[src/rtl/fsm_decoder.sv]
// fsm_decoder: trace observer for the two-input Mealy control FSM (S0..S4).
// Consumes the FSM's m/n/p output stream, tracks its state, reconstructs the
// a/b input condition behind each sample and flags codes that cannot occur.
//
// Handshake: a sample is consumed on any rising edge where in_valid=1 (no
// stall, no ready). The decoded result appears one cycle later with
// out_valid=1; when in_valid=0, out_valid and err drop and all other
// outputs hold their previous values.
//
// Build option: define FSM_DECODER_RESYNC_EN to return the tracker to S0 on
// an illegal sample; otherwise an illegal sample locks it in ERR until rst.
module fsm_decoder #(
    parameter int ERR_CNT_W = 8
) (
    input  logic                 clk,
    input  logic                 rst,
    input  logic                 in_valid,
    input  logic                 m,
    input  logic                 n,
    input  logic                 p,
    output logic                 out_valid,
    output logic                 a_out,
    output logic                 b_out,
    output logic                 a_known,
    output logic                 b_known,
    output logic [2:0]           state,
    output logic                 err,
    output logic [ERR_CNT_W-1:0] err_cnt
);

    typedef enum logic [2:0] {
        S0  = 3'd0,
        S1  = 3'd1,
        S2  = 3'd2,
        S3  = 3'd3,
        S4  = 3'd4,
        ERR = 3'd7
    } state_t;

`ifdef FSM_DECODER_RESYNC_EN
    localparam state_t ILLEGAL_NEXT = S0;
`else
    localparam state_t ILLEGAL_NEXT = ERR;
`endif

    state_t     cur_q;
    state_t     nxt;
    logic [2:0] code;
    logic       illegal;
    logic       dec_ak;
    logic       dec_av;
    logic       dec_bk;
    logic       dec_bv;

    assign code  = {m, n, p};
    assign state = cur_q;

    // Tracked state register; advances only on a valid sample.
    always_ff @(posedge clk) begin
        if (rst) begin
            cur_q <= S0;
        end else if (in_valid) begin
            cur_q <= nxt;
        end
    end

    // Decode the sample against the tracked state: legality, inputs, next state.
    always_comb begin
        illegal = 1'b1;
        dec_ak  = 1'b0;
        dec_av  = 1'b0;
        dec_bk  = 1'b0;
        dec_bv  = 1'b0;
        nxt     = ILLEGAL_NEXT;
        unique case (cur_q)
            S0: begin
                if (code == 3'b100) begin
                    illegal = 1'b0; dec_ak = 1'b1; dec_av = 1'b1; nxt = S1;
                end else if (code == 3'b001) begin
                    illegal = 1'b0; dec_ak = 1'b1; dec_av = 1'b0; nxt = S1;
                end
            end
            S1: begin
                if (code == 3'b010) begin
                    illegal = 1'b0; dec_bk = 1'b1; dec_bv = 1'b1; nxt = S2;
                end else if (code == 3'b110) begin
                    illegal = 1'b0; dec_ak = 1'b1; dec_av = 1'b1;
                    dec_bk  = 1'b1; nxt = S3;
                end else if (code == 3'b100) begin
                    illegal = 1'b0; dec_ak = 1'b1; dec_bk = 1'b1; nxt = S4;
                end
            end
            S2: begin
                if (code == 3'b101) begin
                    illegal = 1'b0; dec_ak = 1'b1; dec_bk = 1'b1; nxt = S2;
                end else if (code == 3'b010) begin
                    // a|b=1: neither bit individually determined.
                    illegal = 1'b0; nxt = S3;
                end
            end
            S3: begin
                if (code == 3'b000) begin
                    illegal = 1'b0; dec_bk = 1'b1; dec_bv = 1'b1; nxt = S1;
                end else if (code == 3'b001) begin
                    illegal = 1'b0; dec_bk = 1'b1; dec_bv = 1'b0; nxt = S3;
                end
            end
            S4: begin
                if (code == 3'b010) begin
                    illegal = 1'b0; nxt = S3;
                end
            end
            default: begin
                // ERR: every sample is illegal and the tracker stays locked.
                illegal = 1'b1;
                nxt     = ILLEGAL_NEXT;
            end
        endcase
    end

    // Registered result outputs and saturating illegal-sample counter.
    always_ff @(posedge clk) begin
        if (rst) begin
            out_valid <= 1'b0;
            err       <= 1'b0;
            err_cnt   <= '0;
            a_out     <= 1'b0;
            b_out     <= 1'b0;
            a_known   <= 1'b0;
            b_known   <= 1'b0;
        end else if (in_valid) begin
            out_valid <= 1'b1;
            err       <= illegal;
            a_known   <= dec_ak;
            a_out     <= dec_ak & dec_av;
            b_known   <= dec_bk;
            b_out     <= dec_bk & dec_bv;
            if (illegal && (err_cnt != {ERR_CNT_W{1'b1}})) begin
                err_cnt <= err_cnt + 1'b1;
            end
        end else begin
            out_valid <= 1'b0;
            err       <= 1'b0;
        end
    end

endmodule

[config.mk]
export PLATFORM = sky130hd
export DESIGN_NAME = fsm_decoder
export DESIGN_NICKNAME = d
export VERILOG_FILES = /design/src/rtl/fsm_decoder.sv
export SDC_FILE = /design/constraint.sdc
export NUM_CORES = 1
export LEC_CHECK = 0
export ABC_AREA = 1
export CAP_MARGIN = 20
export CORE_MARGIN = 2
export CORE_UTILIZATION = 50
export CTS_BUF_LIST = sky130_fd_sc_hd__clkbuf_16
export CTS_CLUSTER_SIZE = 10
export DETAILED_ROUTE_END_ITERATION = 8
export PLACE_DENSITY = 0.78
export SYNTH_ARGS = -nofsm -noshare
export SYNTH_HDL_FRONTEND = slang
export SYNTH_SLANG_ARGS = --single-unit
[constraint.sdc]
create_clock -name clk -period 1.7 [get_ports clk]
set_input_delay 0.34 -clock clk [delete_from_list [all_inputs] [get_ports clk]]
set_output_delay 0.34 -clock clk [all_outputs]
set_load 0.005 [all_outputs]
==> metrics.md, run 1 <==
| Metric | Value |
|---|---|
| Leak | 0.0006863 uW |
| Inserted Clock Buffers | 3 |
| CP required | 1.36 ns |
| Ys flop type | dfxtp_1 |
| # H-tree levels | 1 |
| Crit. End Element | output port |
| RSZ-0062 raised after global routing | no |
| Num rows | 17 |
| Most frequent cell after synthesis | nand2_1 |
| Power Dens Cells | 806.8 nW/um^2 |
| Detailed Place HPWL | 1983 um |
| Vias in the first global route | 1229 |
| Initial cell density of the core | 0.5214 |
| Tmin final | 1.577 ns |
| Top-area cell type share of the netlist area | 0.2979 |
| Chip Width | 51.80 um |
| Chip height | 51.80 um |
| Syn avg cell area | 6.720 um^2 |
| VDD IR max | 0.0006150 V |
| FMAX | 0.6342 GHz |
| Clock buffer depth | 2 |
| DRT antenna net count | 0 |
| Hold Path Class | reg2reg |
| Max cap viols | 0 |
| Clock Pin Slew Worst Setup and Hold Paths | 0.05 ns |
| Antenna violations before repair | 0 |
| CP Max Fanout | 6 |
| Worst setup SP type | flip-flop |
| Num Clock Sinks | 17 |
| Number of flops mapped to enable cells by yosys | 0 |
| Root Driver | clkbuf_16 |
| CTS tree | built |
| Cts hold-fix bufs | 0 |
| CP Cell Sequence | clkdlybuf4s50_1 |
| Final TNS setup | 0 ns |
| Finished Cell Area | 1568 um^2 |
| Port Buffers | 22 |
| Max Transition Viols Final | 0 |
| DRT iter0 DRCs | 43 |
| Global-route wire length before repair | 5292 um |
| Diodes inserted | 0 |
| Crit-path slowest cell | clkdlybuf4s50_1 |
| Register area share after synthesis | 0.2979 |
| Fin Hold WS | 0.4556 ns |
| Crit path buffers/inverters | 1 |
| Post-synth cell types | 28 |
| I/O Pins | 23 |
| Fraction of layout cells with a size suffix above 1 | 0.2850 |
| Nets@finish | 215 |
| Post-placement cell area | 1459 um^2 |
| Crit-path leading delay family | buffers and inverters |
| Core area | 2191 um^2 |
| Die area | 2683 um^2 |
| CP arrival | 1.24 ns |
| Status | completed |
| Slew Limit Headroom | 0.7758 |
| Ys Warns | 0 |
| Pwr Total | 1265 uW |
| Fillers | 179 |
| Setup violations, final | 0 |
| Synth top area cells | dfxtp_1, nand2_1, inv_1 |
| Critical path type | reg2out |
| Vias/cell | 5.174 |
| Area Overhead vs Synth | 37.24% |
| Pin count of the biggest net entering global routing | 16 |
| GP Congestion | 0.8291 |
| Gr ovfl total | 0 |
| Top post-synthesis cells by count | nand2_1, inv_1, dfxtp_1, nand3_1, nor2_2 |
| Detailed Routing Iterations Pass 1 | 4 |
| Slowest cell delay on critical path | 0.55 ns |
| Post-route DRC | 0 |
| Clk_skew | 0.001165 ns |
| Synth Instances | 170 |
| Post-Synthesis Cell Area | 1142 um^2 |
| Synth Register Bits | 17 |
| Syn nets | 177 |
| Tcrit/Tclk final | 0.9275 |
| Final wirelength | 2958 um |
| Largest area contributor in the netlist | dfxtp_1 |
| Wire per inst | 12.59 um |
| GRT Total Usage | 0.2605 |
| Via count | 1216 |
| Worst skew pair latency | 0.25 ns |
| Ys async rst share | 0 |
| Final hold vios | 0 |
| Worst-margin pin slew | 0.3359 ns |
final timing paths:
check | end | cells after the start | slack, ns | startpoint
setup / recovery | state[0] | 1 | 0.12 | state[0]
hold / removal | a_out | 2 | 0.46 | a_out
setup reg to reg | err_cnt[5] | 9 | 0.18 | err_cnt[1]
hold reg to reg | a_out | 2 | 0.46 | a_out
stage by stage:
step                  util  setup slack, ns  cells
floorplan                -           0.2450    170
global placement    0.6659          -0.1935    229
detailed placement  0.6659          -0.2400    229
CTS                 0.7099         0.002454    235
global route        0.7156          0.02334    235
finish              0.7156           0.1232    235
power breakdown:
| part | switching, uW | internal (uW) |
|---|---|---|
| clock | 160 | 315 |
| combinational | 199 | 146 |
| sequential | 23.2 | 422 |
| total | 382 | 882 |
final cells by class:
type                    count  area, um^2  share of cell area
clock buffers               3       75.07             0.04789
clock inverters             1       5.005            0.003192
inverters                  30       112.6             0.07183
multi-input cells         120       666.9              0.4254
flip-flops and latches     17       340.3              0.2171
well taps                  28       35.03             0.02235
repair buffers             36       332.8              0.2123
flip-flops by register name, indices dropped and copies added (netlist names):
name,flops
a_known,1
b_known,1
err_cnt,8
state,3
a_out,1
out_valid,1
err,1
b_out,1
per-layer routing:
layer | share of wire | vias up | global-route usage
li1 | - | 617 | -
met1 | 0.45 | 541 | 0.3447
met2 | 0.47 | 49 | 0.4231
met3 | 0.058 | 9 | 0.04023
met4 | 0.024 | 0 | 0.1053
met5 | 0 | - | 0
cells by family after synthesis:
logic type	after synthesis	share of synthesized area
adder cells (fa/ha/maj)	1	0.01095
buffers and inverters	34	0.1303
AO/OA/AOI/OAI	18	0.08872
AND/OR/NAND/NOR	100	0.4721
flip-flops	17	0.2979
timing repair:
item / CTS / global route
cloned: 1 / 0
setup buffers: 1 / 0
setup endpoints to repair: 6 / 9
pin swaps: 2 / 2
gates resized for setup: 1 / 4
cell usage in the layout, fill, tap and decap left out, drive strengths merged:
master / Yosys / final
clkdlybuf4s50: 0 / 19
clkbuf: 1 / 3
dlymetal6s2s: 0 / 3
buf: 3 / 14
ha: 1 / 1
nor3: 3 / 3
inv: 29 / 29
nand3: 15 / 15
dfxtp: 17 / 17
nor4: 1 / 1
nand2: 44 / 45
clkinv: 1 / 2
a21oi: 7 / 7
a41oi: 1 / 1
o2111ai: 1 / 1
nand4: 10 / 10
a21boi: 1 / 1
nor2: 27 / 27
o22ai: 1 / 1
o21ai: 7 / 7
No activity file was read; power rests on OpenSTA's default activity.
==> inputs of run 2 (changes only) <==
--- a/config.mk
+++ b/config.mk
@@ -7,12 +7,12 @@
 export LEC_CHECK = 0
 export ABC_AREA = 1
 export CAP_MARGIN = 20
-export CORE_MARGIN = 2
 export CORE_UTILIZATION = 50
 export CTS_BUF_LIST = sky130_fd_sc_hd__clkbuf_16
 export CTS_CLUSTER_SIZE = 10
 export DETAILED_ROUTE_END_ITERATION = 8
 export PLACE_DENSITY = 0.78
+export SETUP_SLACK_MARGIN = 0.15
 export SYNTH_ARGS = -nofsm -noshare
 export SYNTH_HDL_FRONTEND = slang
 export SYNTH_SLANG_ARGS = --single-unit
==> metrics.md, run 2 (synthesis gave the netlist of run 1 again) <==
| Metric | Value |
|---|---|
| Worst setup SP type | flip-flop (unchanged) |
| Max reg flops | 8 (unchanged) |
| CTS tree | built (unchanged) |
| Crit. End Element | output port (unchanged) |
| Max cap viols | 0 (unchanged) |
| Tcrit/Tclk final | 0.9126 (was 0.9275) |
| Num Clock Sinks | 17 (unchanged) |
| Clk_skew | 0.002394 ns (was 0.001165 ns) |
| Clk pwr share | 0.370 (was 0.376) |
| I/O Pins | 23 (unchanged) |
| Initial cell density of the core | 0.5540 (was 0.5214) |
| Internal power | 885.4 uW (was 882.4 uW) |
| Cts hold-fix bufs | 0 (unchanged) |
| Commonest non-fill, non-tap cell in the layout | nand2_1 (unchanged) |
| Status | completed (unchanged) |
| Slowest cell delay on critical path | 0.54 ns (was 0.55 ns) |
| Tmin final | 1.551 ns (was 1.577 ns) |
| Die area | 2480 um^2 (was 2683 um^2) |
| Pin count of the biggest net entering global routing | 16 (unchanged) |
| Crit-path slowest cell | clkdlybuf4s50_1 (unchanged) |
| Inserted Clock Buffers | 3 (unchanged) |
| Fin Hold WS | 0.4597 ns (was 0.4556 ns) |
| CP arrival | 1.21 ns (was 1.24 ns) |
| Num rows | 16 (was 17) |
| NetSw | 393.3 uW (was 382.4 uW) |
| Setup violations, final | 0 (unchanged) |
| Diodes inserted | 0 (unchanged) |
| Wire per inst | 13.57 um (was 12.59 um) |
| GRT Total Usage | 0.2510 (was 0.2605) |
| Worst skew pair latency | 0.25 ns (about the same) |
| Clock buffer depth | 2 (unchanged) |
| Biggest register | err_cnt (unchanged) |
| Via count | 1270 (was 1216) |
| Nets@finish | 215 (unchanged) |
| # H-tree levels | 1 (unchanged) |
| DRT iter0 DRCs | 68 (was 43) |
| Critical path type | reg2out (unchanged) |
| Final hold vios | 0 (unchanged) |
| Commonest cells after routing, fill and taps aside | nand2_1, inv_1, clkdlybuf4s50_1 (unchanged) |
| Clock Pin Slew Worst Setup and Hold Paths | 0.05 ns (about the same) |
| Chip Width | 49.80 um (was 51.80 um) |
| Max Transition Viols Final | 0 (unchanged) |
| RSZ-0062 raised after global routing | yes (was no) |
| VDD IR max | 0.0006165 V (was 0.0006150 V) |
| Crit path buffers/inverters | 1 (unchanged) |
| Worst-margin pin slew | 0.3354 ns (was 0.3359 ns) |
| DRT antenna net count | 0 (unchanged) |
| GP Congestion | 0.9059 (was 0.8291) |
| CP required | 1.36 ns (about the same) |
| Power Dens Cells | 799.6 nW/um^2 (was 806.8 nW/um^2) |
| Leak | 0.0006724 uW (was 0.0006863 uW) |
| Root Driver | clkbuf_16 (unchanged) |
| Fraction of layout cells with a size suffix above 1 | 0.3382 (was 0.2850) |
| Final wirelength | 3176 um (was 2958 um) |
| Gr ovfl total | 0 (unchanged) |
| Hold Path Class | reg2reg (unchanged) |
| Antenna violations before repair | 0 (unchanged) |
| Comb pwr share | 0.280 (was 0.273) |
| Part of the power in registers | 0.351 (was 0.352) |
| Area Overhead vs Synth | 39.98% (was 37.24%) |
| Switch share | 0.3076 (was 0.3023) |
| Detailed Routing Iterations Pass 1 | 4 (unchanged) |
| Global-route wire length before repair | 4843 um (was 5292 um) |
| Chip height | 49.80 um (was 51.80 um) |
| Pwr Total | 1279 uW (was 1265 uW) |
| Detailed Place HPWL | 2011 um (was 1983 um) |
| Slew Limit Headroom | 0.7762 (was 0.7758) |
| Port Buffers | 22 (unchanged) |
| Post-route DRC | 0 (unchanged) |
| CP Max Fanout | 5 (was 6) |
| FMAX | 0.6446 GHz (was 0.6342 GHz) |
| Vias/cell | 5.427 (was 5.174) |
| CP Cell Sequence | clkdlybuf4s50_1 (unchanged) |
| Crit-path leading delay family | buffers and inverters (unchanged) |
| Core area | 2062 um^2 (was 2191 um^2) |
| Vias in the first global route | 1139 (was 1229) |
==> run 2: changes by cell type in the layout (fill, tap and decap cells not counted), sizes merged <==
cell / delta
clkinv: -1
dlygate4sd2: +3
dlymetal6s2s: -3
inv: +1
==> run 2: worst paths after layout <==
check             startpoint          to  slack [ns]  cells past startpoint
hold reg to reg        a_out       a_out        0.46                      2
setup reg to reg  err_cnt[0]  err_cnt[1]        0.21                      9
setup / recovery  err_cnt[3]  err_cnt[3]        0.15                      1
hold / removal         a_out       a_out        0.46                      2
==> run 2: per-stage QoR <==
stage	TNS [ns]	utilization	instance area [um^2]	instances	setup slack [ns]
after detailed placement	-1.821	0.7033	1450	227	-0.2523
final	0	0.7755	1599	234	0.1486
after global routing	0	0.7755	1599	234	0.07343
after CTS	0	0.7470	1540	233	0.1460
after floorplan	0	-	1142	170	0.2450
after global placement	-1.478	0.7033	1450	227	-0.1991
==> run 2: what timing repair did <==
action,in CTS,in global routing
setup buffers,1,1
gates cloned,1,0
resized for setup,4,16
pin swaps,3,4
endpoints found under the setup margin,10,12
==> run 2: worst reg2reg max path: stages, from the launching register on <==
cell and delay [ns]:
dfxtp_2 0.36, ha_2 0.20, nand3_2 0.14, nor2_4 0.15, nand4_1 0.09, buf_6 0.17, nand3_1 0.11, nand2_1 0.05
inv_1 0.06, nor2_2 0.04
==> run 2: per-layer routing <==
layer | global-route usage | share of wire
met1 | 0.3358 | 0.42
met2 | 0.4122 | 0.47
met3 | 0.02160 | 0.071
met4 | 0.1000 | 0.039
met5 | 0 | 0
==> run 2: final cells by class <==
| type | instances | area [um^2] |
|---|---|---|
| Multi-Input combinational cell | 120 | 699.4 |
| Fill cell | 144 | 462.9 |
| Sequential cell | 17 | 349.1 |
| Timing Repair Buffer | 36 | 325.3 |
| Inverter | 30 | 112.6 |
| Clock buffer | 3 | 75.07 |
| Tap cell | 27 | 33.78 |
| Clock inverter | 1 | 3.754 |
==> run 2: power groups by stage <==
stage / clock network (uW) / registers, uW / logic (uW)
6_report: 472 / 448 / 358
5_1_grt: 494 / 451 / 387
4_1_cts: 465 / 445 / 336
3_5_place_dp: 0 / 452 / 317
3_3_place_gp: 0 / 451 / 307
2_1_floorplan: 0 / 451 / 224
==> inputs of run 3 (changes only) <==
--- a/config.mk
+++ b/config.mk
@@ -9,6 +9,7 @@
 export CAP_MARGIN = 20
 export CORE_UTILIZATION = 50
 export CTS_BUF_LIST = sky130_fd_sc_hd__clkbuf_16
+export CTS_CLUSTER_DIAMETER = 100
 export CTS_CLUSTER_SIZE = 10
 export DETAILED_ROUTE_END_ITERATION = 8
 export PLACE_DENSITY = 0.78
==> results of run 3 <==
Same layout as run 2: the final DEF is identical, and so are final timing and power.
==> patch 1 (settings of run 2) <==
Set the parameter `ERR_CNT_W` to 12 (it was 8).
--- a/src/rtl/fsm_decoder.sv
+++ b/src/rtl/fsm_decoder.sv
@@ -12,3 +12,3 @@
 module fsm_decoder #(
-    parameter int ERR_CNT_W = 8
+    parameter int ERR_CNT_W = 12
 ) (
Ports: changed (resized err_cnt); port bits go from 23 to 27. The function was not compared with the original's and may differ.
==> patch 1 against run 2 <==
Sequential cell count increased by 4. First-iteration DRC count decreased by 31%. Via count increased by 13%. Total power increased by 8.7%. Cell area increased by 11%. Worst setup slack improved by 0.0016 ns. Synthesized area increased by 7.9%. Wire length increased by 8.4%. Maximum frequency increased by 0.11%. Register-to-register slack got worse by 0.02 ns.
==> patch 1: results (changes against run 2) <==
WORST_VOLTAGE_DROP_ACROSS_THE_VDD_GRID_mV=0.737  # +20%
SYNTH_AREA_LEADERS='dfxtp_1 (34%), nand2_1 (15%), nor2_1 (10%), nand3_1 (8.5%), inv_1 (5.8%)'
HOLDCRITPATHCLASS='reg -> reg'
SYNTH_SEQUENTIAL_AREA_RATIO_PCT=34.1  # +4.3 points
PLACEMENT.CELL_AREA_UM2=1590  # +9.5%
LARGEST-REGISTER='err_cnt'
DP.FINAL_HPWL_UM=2130  # +6.0%
CP_TOP_FAMILY='buffers and inverters'
DRT_WL_TOTAL_UM=3440  # +8.4%
DR.PASS1.ITERS=4  # unchanged
ANTENNA_FOUND_INITIAL=0  # unchanged
STATUS='finished, final reports clean'
P_LEAK_nW=0.753  # +12%
DRIVE_GT1_SHARE_PCT=26.3  # -7.5 points
NUMBER_OF_HOLD_VIOLATIONS_IN_THE_FINAL_REPORT=0  # unchanged
CRITPATHSLOWESTCELL='clkdlybuf4s50_1'
GRT_FIRST_PASS_WIRELENGTH_UM=5290  # +9.3%
SYNTH.LIB_CELLS_USED.DISTINCT=26  # -7.1%
MAX_SLEW_MARGIN_PCT=78.3  # +0.70 points
GRT_MAX_DEGREE=17  # +1
TOTAL_GRT_OVERFLOW=0  # unchanged
CLK-INSERTION-DELAY-LATE_NS=0.25  # about the same
CLOCK_TREE.BUFFER_DEPTH=2  # unchanged
POST_DRT_VIA_CELL_RATIO=5.52  # +1.8%
YS_TOP_CELLS_BY_COUNT='nand2_1 (49), nor2_1 (33), dfxtp_1 (21), nand3_1 (21), inv_1 (19)'
N_FILL_CELL=166  # +15%
DR.FIRST_ITER.DRC_COUNT=47  # -31%
ROUTED_ANTENNA_NETS=0  # unchanged
DESIGN.FINAL.NETS=240  # +12%
SLEW_VIOL_FINAL=0  # unchanged
CLOCK-SKEW-FINAL_NS=0.00224  # -0.000155 ns
SYNTH_FP_NETS=200  # +13%
CP_SLOWEST_STAGE_DELAY_NS=0.53
INTERNAL-POWER_mW=0.982  # +11%
ANTENNA-DIODE-COUNT=0  # unchanged
GROUTE.USAGE.OVERALL_PCT=26.8  # +1.7 points
CTS_BUFFERS=3  # unchanged
LARGEST_REGISTER_FF_COUNT=12  # +4
COUNT_OF_BUFFERS_FROM_PORT_BUFFERING=26  # +18%
GRT_PASS1_VIAS=1214  # +6.6%
POSTSYNTH.TOPFLOPCELL='dfxtp_1'
PRECTSSETUPSLACK_NS=-0.248  # +0.00447 ns
GLOBALPLACE.CONGESTION=0.949  # +4.7%
CLK_PIN_SLEW_WORST_PATHS_NS=0.06
CLOCK-ROOT-BUFFER='clkbuf_16'
==> patch 1: worst paths after layout <==
kind                      end  startpoint  slack (ns)  cells past startpoint
setup / recovery   err_cnt[6]  err_cnt[6]        0.15                      1
hold / removal        a_known     a_known        0.46                      2
setup reg to reg  err_cnt[10]  err_cnt[0]        0.19                     11
hold reg to reg       a_known     a_known        0.46                      2
==> patch 1: kinds of logic after synthesis <==
group | share of synthesized area [%]
and+or+nand+nor | 45.9
buffers and inverters | 9.14
DFF | 34.1
AOI/OAI and AO/OA | 9.14
xor gates and xnor gates | 0.711
adders and majority gates | 1.02
==> patch 1: through the flow <==
| step | std cells | utilization (%) |
|---|---|---|
| 6_report | 260 | 78.1 |
| 3_5_place_dp | 254 | 69.8 |
| 4_1_cts | 259 | 74.8 |
| 3_3_place_gp | 254 | 69.8 |
| 5_1_grt | 260 | 78.1 |
| 2_1_floorplan | 193 | - |
==> patch 1: area by class of cell <==
class	count	area share, %
Clock buffer	3	4.23
Clock inverter	1	0.282
Inverter	24	5.07
Multi-Input combinational cell	145	44.7
Sequential cell	21	24.4
Tap cell	28	1.97
Timing Repair Buffer	38	19.3
==> patch 1: power by group through the flow <==
| stage | sequential, mW | combinational, mW | clock [mW] |
|---|---|---|---|
| floorplan | 0.556 | 0.182 | 0 |
| global placement | 0.556 | 0.285 | 0 |
| detailed placement | 0.556 | 0.287 | 0 |
| CTS | 0.548 | 0.311 | 0.501 |
| global route | 0.557 | 0.373 | 0.523 |
| finish | 0.553 | 0.340 | 0.496 |
==> patch 1: metal layers <==
layer / routed length [um] / GRT usage (%)
met3: 254 / 5.85
met5: 0 / 0
met1: 1510 / 34.9
met4: 40 / 7.21
met2: 1640 / 44.4
==> patch 1: repair_timing <==
item / in CTS / in global routing
gates cloned: 1 / 0
gates resized for setup: 12 / 29
buffers inserted: 0 / 1
setup endpoints to repair: 14 / 16
pin swaps: 2 / 4
hold buffers: 0 / 0
==> patch 2 (flow settings as in run 2) <==
Made on the original files. Register the output `err_cnt` once more, without a reset; this adds one clock of latency there. The other outputs are not delayed to match.
--- a/src/rtl/fsm_decoder.sv
+++ b/src/rtl/fsm_decoder.sv
@@ -38,2 +38,4 @@
     } state_t;
+
+    logic [ERR_CNT_W-1:0] err_cnt_s0;
 
@@ -125,3 +127,3 @@
             err       <= 1'b0;
-            err_cnt   <= '0;
+            err_cnt_s0 <= '0;
             a_out     <= 1'b0;
@@ -137,4 +139,4 @@
             b_out     <= dec_bk & dec_bv;
-            if (illegal && (err_cnt != {ERR_CNT_W{1'b1}})) begin
-                err_cnt <= err_cnt + 1'b1;
+            if (illegal && (err_cnt_s0 != {ERR_CNT_W{1'b1}})) begin
+                err_cnt_s0 <= err_cnt_s0 + 1'b1;
             end
@@ -146,2 +148,6 @@
 
+    always_ff @(posedge clk) begin
+        err_cnt <= err_cnt_s0;
+    end
+
 endmodule
Function: changed (Yosys sat finds a counterexample within 4 cycles, from zero or initial values and one cycle with rst high).
==> patch 2 against run 2 <==
Worst setup slack gained 0.010 ns. Clock skew decreased by 0.0014 ns. Cell count increased by 5.6%. Sequential cell count rose by 8. First-iteration DRC count down 22%. Cell area up 13%. Sequential share of layout area up 6.4 points. Total power up 19%. Synthesized area grew 5.8%. Count of clock-buffer cells in the layout unchanged. Hold slack worse by 0.084 ns. Wire length decreased by 0.82%. Critical endpoint is now err_cnt_s0[3]. Largest cell class unchanged.
==> patch 2: results (changes against run 2) <==
DR.FIRST_ITER.DRC_COUNT=53  # -22%
SYNTH.LIB_CELLS_USED.DISTINCT=23  # -18%
ENDPOINT='err_cnt_s0[3]'
GROUTE.USAGE.OVERALL_PCT=24.6  # -0.49 points
SYN_AREA_PER_CELL_UM2=6.87  # +2.2%
P_LEAK_nW=0.821  # +22%
POWER.SWITCHING_mW=0.415  # +5.6%
PLACEMENT.CELL_AREA_UM2=1550  # +7.0%
SYNTH_FA_HA_AREA_SHARE_PCT=1.04  # -0.060 points
GRT_MAX_DEGREE=15  # -1
COMB_CELL_POWER_mW=0.372  # +4%
CRITPATHMAXFANOUT=8  # +3
PRECTSSETUPSLACK_NS=-0.263  # -0.0107 ns
SYNTH_SEQUENTIAL_AREA_RATIO_PCT=41.4  # +12 points
DIE_W_UM=51.2  # +2.7%
DESIGN.FINAL.NETS=227  # +5.6%
INTERNAL-POWER_mW=1.11  # +25%
DR.PASS1.ITERS=5  # +1
GLOBALPLACE.CONGESTION=0.928  # +2.4%
POST-ROUTE-MIN-PERIOD_NS=1.54  # -0.0102 ns
INSTANCES_NO_FILL=247  # +5.6%
YS_TOP_CELLS_BY_COUNT='nand2_1 (42), inv_1 (28), dfxtp_1 (25)'
DPL.CELL_COUNT=237  # +4.4%
DRIVE_GT1_SHARE_PCT=27.9  # -6.0 points
STATUS='finished, final reports clean'
CLOCK-SKEW-FINAL_NS=0.000999  # -0.00139 ns
-- patch 2: per-layer routing --
| layer | wire length (um) | track usage, % |
|---|---|---|
| met1 | 1400 | 31.3 |
| met2 | 1510 | 39.7 |
| met3 | 155 | 5.36 |
| met4 | 86 | 10.6 |
| met5 | 0 | 0 |
-- patch 2: worst min-delay path by stage --
stage                        startpoint    endpoint  slack, ns  depth (start not counted)
final                     err_cnt_s0[7]  err_cnt[7]       0.38                          0
after global routing      err_cnt_s0[5]  err_cnt[5]       0.39                          0
after CTS                 err_cnt_s0[7]  err_cnt[7]       0.38                          0
after detailed placement  err_cnt_s0[7]  err_cnt[7]       0.37                          0
after global placement    err_cnt_s0[7]  err_cnt[7]       0.37                          0
after floorplan           err_cnt_s0[7]  err_cnt[7]       0.35                          0
-- patch 2: layout make-up --
class,instances,area [um^2]
Multi-Input combinational cell,118,702
Clock buffer,3,75.1
Clock inverter,1,5.00
Timing Repair Buffer,41,359
Inverter,31,116
Tap cell,28,35.0
Fill cell,161,453
Sequential cell,25,509
